[src/rtl/wbuf_pkg.sv]
// Shared definitions for the weight buffer write path.
// Latency: none (types, constants and elaboration-time helpers only).
// Backpressure: n/a.
// Contents: loader state encoding, bank-count/beat-count derivation, beat width.
package wbuf_pkg;

  typedef enum logic [1:0] {
    WL_IDLE = 2'd0,
    WL_LOAD = 2'd1,
    WL_DONE = 2'd2
  } wl_state_t;

  localparam int DEF_DATA_LEN = 64;

  // One beat always carries eight bank words.
  function automatic int beat_w(input int data_len);
    return data_len * 8;
  endfunction

  localparam int BEAT_W = beat_w(DEF_DATA_LEN);

  // Total bank count for a mesh array; must come out as a multiple of 8.
  function automatic int calc_buffer_num(input int x_pe, input int x_mesh, input int data_len);
    return (8 * x_pe * x_mesh) / data_len;
  endfunction

  // Beats needed to cover every bank of one address row.
  function automatic int calc_groups(input int buffer_num);
    return buffer_num / 8;
  endfunction

endpackage

[src/rtl/weight_buffer_loader.sv]
// Write-side sequencer for the weight buffer: (start addr, rows) command + beat stream -> bank writes.
// Latency: an accepted beat is on data_wr/wr_addr/wr_en exactly one cycle later; done shares the last write's cycle.
// Backpressure: cmd_ready only in IDLE, s_ready only in LOAD; s_valid gaps stall without bubble writes.
// Ports:
//   clk, rst_n                    clock, synchronous active-low reset
//   cmd_valid/cmd_ready/cmd_addr/cmd_rows   load command handshake (rows==0 completes immediately)
//   s_data/s_valid/s_ready        512-bit weight beat stream
//   data_wr/wr_addr/wr_en         registered buffer write port, one-hot group of 8 bank enables
//   busy, done                    busy in LOAD/DONE; done is a one-cycle completion pulse
module weight_buffer_loader
  import wbuf_pkg::*;
#(
  parameter int X_PE       = 16,
  parameter int X_MESH     = 16,
  parameter int ADDR_LEN   = 16,
  parameter int DATA_LEN   = 64,
  parameter int BUFFER_NUM = calc_buffer_num(X_PE, X_MESH, DATA_LEN),
  parameter int GROUPS     = calc_groups(BUFFER_NUM)
) (
  input  logic                  clk,
  input  logic                  rst_n,
  input  logic                  cmd_valid,
  output logic                  cmd_ready,
  input  logic [ADDR_LEN-1:0]   cmd_addr,
  input  logic [ADDR_LEN:0]     cmd_rows,
  input  logic [DATA_LEN*8-1:0] s_data,
  input  logic                  s_valid,
  output logic                  s_ready,
  output logic [DATA_LEN*8-1:0] data_wr,
  output logic [ADDR_LEN-1:0]   wr_addr,
  output logic [BUFFER_NUM-1:0] wr_en,
  output logic                  busy,
  output logic                  done
);

  localparam int BEAT_BITS = beat_w(DATA_LEN);
  // Keep the group counter at least one bit wide even for a single-group configuration.
  localparam int GRP_W     = (GROUPS > 1) ? $clog2(GROUPS) : 1;

  wl_state_t             state_q, state_d;
  logic [ADDR_LEN-1:0]   addr_q, addr_d;
  logic [ADDR_LEN:0]     rows_left_q, rows_left_d;
  logic [GRP_W-1:0]      grp_q, grp_d;
  logic [BEAT_BITS-1:0]  data_wr_q, data_wr_d;
  logic [ADDR_LEN-1:0]   wr_addr_q, wr_addr_d;
  logic [BUFFER_NUM-1:0] wr_en_q, wr_en_d;
  logic                  last_grp;

  assign last_grp = (grp_q == GRP_W'(GROUPS - 1));

  always_comb begin
    state_d     = state_q;
    addr_d      = addr_q;
    rows_left_d = rows_left_q;
    grp_d       = grp_q;
    data_wr_d   = data_wr_q;   // holds last value when no write
    wr_addr_d   = wr_addr_q;
    wr_en_d     = '0;          // enables are strictly per accepted beat

    case (state_q)
      WL_IDLE: begin
        if (cmd_valid) begin
          addr_d      = cmd_addr;
          rows_left_d = cmd_rows;
          grp_d       = '0;
          state_d     = (cmd_rows == '0) ? WL_DONE : WL_LOAD;
        end
      end

      WL_LOAD: begin
        if (s_valid) begin
          data_wr_d = s_data;
          wr_addr_d = addr_q;
          // Beat g of a row lands in banks 8g..8g+7.
          for (int g = 0; g < GROUPS; g++) begin
            if (grp_q == GRP_W'(g)) begin
              wr_en_d[8*g +: 8] = 8'hFF;
            end
          end
          if (last_grp) begin
            grp_d       = '0;
            addr_d      = addr_q + ADDR_LEN'(1);   // wraps modulo 2^ADDR_LEN
            rows_left_d = rows_left_q - (ADDR_LEN+1)'(1);
            if (rows_left_q == (ADDR_LEN+1)'(1)) begin
              state_d = WL_DONE;
            end
          end else begin
            grp_d = grp_q + GRP_W'(1);
          end
        end
      end

      WL_DONE: begin
        state_d = WL_IDLE;
      end

      default: begin
        state_d = WL_IDLE;
      end
    endcase
  end

  always_ff @(posedge clk) begin
    if (!rst_n) begin
      state_q     <= WL_IDLE;
      addr_q      <= '0;
      rows_left_q <= '0;
      grp_q       <= '0;
      data_wr_q   <= '0;
      wr_addr_q   <= '0;
      wr_en_q     <= '0;
    end else begin
      state_q     <= state_d;
      addr_q      <= addr_d;
      rows_left_q <= rows_left_d;
      grp_q       <= grp_d;
      data_wr_q   <= data_wr_d;
      wr_addr_q   <= wr_addr_d;
      wr_en_q     <= wr_en_d;
    end
  end

  assign cmd_ready = (state_q == WL_IDLE);
  assign s_ready   = (state_q == WL_LOAD);
  assign busy      = (state_q == WL_LOAD) || (state_q == WL_DONE);
  // The final write is on the port in this same cycle, so the buffer commits it
  // at the edge that samples done.
  assign done      = (state_q == WL_DONE);

  assign data_wr = data_wr_q;
  assign wr_addr = wr_addr_q;
  assign wr_en   = wr_en_q;

endmodule

[config.mk]
export PLATFORM = sky130hd
export DESIGN_NAME = weight_buffer_loader
export DESIGN_NICKNAME = d
export VERILOG_FILES = /design/src/rtl/wbuf_pkg.sv /design/src/rtl/weight_buffer_loader.sv
export SDC_FILE = /design/constraint.sdc
export NUM_CORES = 1
export LEC_CHECK = 0
export ABC_AREA = 1
export BUFFER_PORTS_ARGS = -buffer_cell sky130_fd_sc_hd__buf_4
export CAP_MARGIN = 5
export CORE_AREA = 2 2 428 430
export CTS_CLUSTER_SIZE = 12
export DETAILED_ROUTE_END_ITERATION = 7
export DIE_AREA = 0 0 430 432
export PLACE_DENSITY = 0.34
export REMOVE_ABC_BUFFERS = 1
export SLEW_MARGIN = 20
export SYNTH_ARGS = -nofsm -noshare
export SYNTH_HDL_FRONTEND = slang
export SYNTH_SLANG_ARGS = --single-unit
[constraint.sdc]
create_clock -name clk -period 2.35 [get_ports clk]
set_input_delay 0.3525 -clock clk [delete_from_list [all_inputs] [get_ports clk]]
set_output_delay 0.3525 -clock clk [all_outputs]
set_load 0.1 [all_outputs]
==> impl_metrics.csv <==
group,metric,value,unit
setup_path,path_class,"flip-flop to output pin",
clock_network,clk_latency,0.71,ns
grt,grt_usage,13.1,%
synth,ys.flop_type,"dfxtp_1",
sta,finalSetupViolations,0,
sta,fin_crit_sh,93.7,%
detailed_routing,viasPerCell,3.54,
sta,fmax,454,MHz
floorplan,die_width,430,µm
run,drv_cap,0,
synth,synth_edf_count,0,
synth,syn_area,20800,µm²
final_layout,seq_area,11400,µm²
sta,tightest_slew,0.715,ns
sta,drv_slew,0,
synth,postSynthRegisterBits,569,
detailed_routing,drt_iter0_markers,1125,
sta,layout_min_cycle_time,2.20,ns
detailed_routing,route.detailed.drc,0,
floorplan,io_pins,1113,
clock_network,clockBufferDepth,3,
detailed_routing,vias,24200,
grt,grt_max_degree,91,
power_and_ir_drop,leakage,0.0173,µW
synth,synth_area_per_cell,7.50,µm²
sta,hold_viol,0,
clock_network,cts_buffers,79,
floorplan,initial_core_util,11.5,%
setup_path,crit_path_start_kind,"flip-flop",
place,port_buffers,1112,
power_and_ir_drop,ir_drop,0.666,mV
clock_network,htree_num_levels,3,
setup_path,cp-end-kind,"output pin",
grt,grt_pass1_vias,24100,
final_layout,n_fill_cell,20400,
setup_path,critPathArrivalTime,1.85,ns
worst_hold_path,min_path_type,"input pin to flip-flop",
setup_path,crit_required,2.00,ns
grt,overflow,0,
grt,grt_pass1_wl,177000,µm
clock_network,cts.sinks,569,
run_status,status,"complete, no violations",
sta,rsz0062_at_grt,"no",
floorplan,core_area,182000,µm²
clock_network,cts_tree,"yes",
place,hpwlAfterDp,99900,µm
place,place.gp.congestion,0.822,
clock_network,postCtsSetupBuffers,0,
sta,hold_ws,0.0616,ns
grt,antenna_found_initial,28,
final_layout,nNetsFinal,4932,
floorplan,die_y,432,µm
sta,max_slew_margin,51.8,%
floorplan,dieArea,186000,µm²
final_layout,multiInputGateArea,8300,µm²
synth,yosys.cell_types.count,30,
sta,finClkSkew,0.0219,ns
synth,synthArstFlopShare,0,%
synth,yosysSeqAreaShare,54.7,%
detailed_routing,drtAntennaViolNets,0,
power_and_ir_drop,power_density,1390,nW/µm²
floorplan,rows,157,
clock_network,clockRootBuffer,"clkbuf_16",
final_layout,synthToLayoutAreaGrowth,93.0,%
detailed_routing,wire_per_inst,18.7,µm
detailed_routing,first_pass_iters,5,
setup_path,worst-path-max-fanout,24,
final_layout,drive_gt1_share,30.6,%
detailed_routing,wirelength,128000,µm
synth,yosysWarnings,0,
power_and_ir_drop,power,55900,µW
synth,synthCells,2778,
clock_network,clk_pin_slew_worst_paths,0.06,ns
[per-stage QoR]
stage	std cells	util, %	setup WS, ns	instance area [µm²]	TNS [ns]
2_1_floorplan	2558	-	-9.83	19800	-5224.37
3_3_place_gp	6157	17.8	0.140	32300	0
3_5_place_dp	6157	17.8	0.147	32300	0
4_1_cts	6824	22.1	0.0269	40200	0
5_1_grt	6834	22.1	0.0238	40200	0
6_report	6837	22.1	0.148	40200	0
[cell usage after synthesis (6+ instances only)]
library cell | n | share of area (%)
buf_4 | 29 | 1.0
ha_1 | 10 | 0.60
nor2_1 | 1128 | 20
nand2_1 | 140 | 2.5
o21ai_0 | 553 | 13
buf_2 | 41 | 0.98
nand4_1 | 6 | 0.18
dfxtp_1 | 569 | 55
o21ai_1 | 6 | 0.14
inv_1 | 44 | 0.79
clkbuf_1 | 142 | 2.6
a21oi_1 | 44 | 1.1
nand3_1 | 33 | 0.79
[critical path, stage by stage (launching register included)]
cell,delay (ns)
dfxtp_1,0.31
inv_1,0.13
ha_4,0.25
buf_12,0.20
buf_6,0.25
[flip-flops by register name (all words and copies together), names as in the netlist]
| signal | count |
|---|---|
| data_wr | 512 |
| rows_left_q | 17 |
| addr_q | 16 |
| wr_addr | 16 |
| wr_en | 4 |
| grp_q | 2 |
| state_q | 2 |
[final cells by class]
cell class / count / share of cell area, %
flip-flops and latches: 569 / 28.3
diodes: 13 / 0.0809
clock inverters: 26 / 0.750
multi-input cells: 1943 / 20.6
inverters: 46 / 0.448
repair buffers: 1734 / 36.5
well taps: 2385 / 7.42
clock buffers: 121 / 5.86
[layer usage]
layer	vias to the layer above	routed length, µm	global-route usage (%)
met5	-	407	1.12
met4	20	3790	4.56
met3	172	8150	3.76
met2	677	61400	21.9
met1	11300	54400	16.0
li1	12100	-	-
[what timing repair did]
item                                    CTS  global route
endpoints found under the setup margin    1             6
pin swaps                                 0             0
cloned                                    1             0
hold buffers                            519             0
gates resized for setup                   5             1
endpoints found under the hold margin   519             0
[cell families (layout without fill, tap and decap cells)]
kind of cell    after synthesis  after routing  share of synthesized area (%)
xor+xnor                      1              1                         0.0420
other cells                   0             13                              0
fa+ha+maj                    10             10                          0.600
flops                       569            569                           54.7
buf+inv                     266           1927                           5.67
simple gates               1321           1321                           24.2
compound gates              611            611                           14.8
[worst paths after layout]
path / endpoint / slack, ns / depth (start not counted) / start
worst max-delay path: s_ready / 0.15 / 4 / state_q[1]
worst min-delay path: data_wr[376] / 0.06 / 3 / s_data[376]
worst max register to register: data_wr[387] / 0.21 / 7 / state_q[1]
worst min register to register: data_wr[180] / 0.48 / 2 / data_wr[180]
[report_power, final]
group          leakage (µW)  internal (µW)  switching [µW]  total (µW)
logic                0.0113           6680           23200       29900
registers           0.00465          12100            1590       13700
clock network       0.00130           7220            5160       12400
total                0.0173          26000           30000       55900
[cell usage in the layout, fill, tap and decap left out, types with 2 or more instances in the layout]
master | Yosys | routed
inv_1 | 44 | 44
bufinv_16 | 0 | 2
buf_12 | 0 | 25
nand2_1 | 140 | 140
inv_6 | 0 | 3
clkinv_2 | 0 | 10
dlygate4sd3_1 | 0 | 519
nand4_1 | 6 | 6
buf_4 | 29 | 1186
or2_2 | 5 | 5
ha_1 | 10 | 9
o21ai_1 | 6 | 6
inv_16 | 0 | 4
nand3_1 | 33 | 33
nor3_1 | 3 | 3
a21oi_1 | 44 | 44
nor2_2 | 3 | 3
diode_2 | 0 | 13
a31oi_1 | 2 | 2
clkbuf_8 | 0 | 22
clkinvlp_4 | 0 | 4
o21ai_0 | 553 | 553
buf_6 | 3 | 2
clkbuf_16 | 0 | 79
clkbuf_1 | 142 | 20
dfxtp_1 | 569 | 569
nor2_1 | 1128 | 1128
Power figures use the tool's default switching activity.
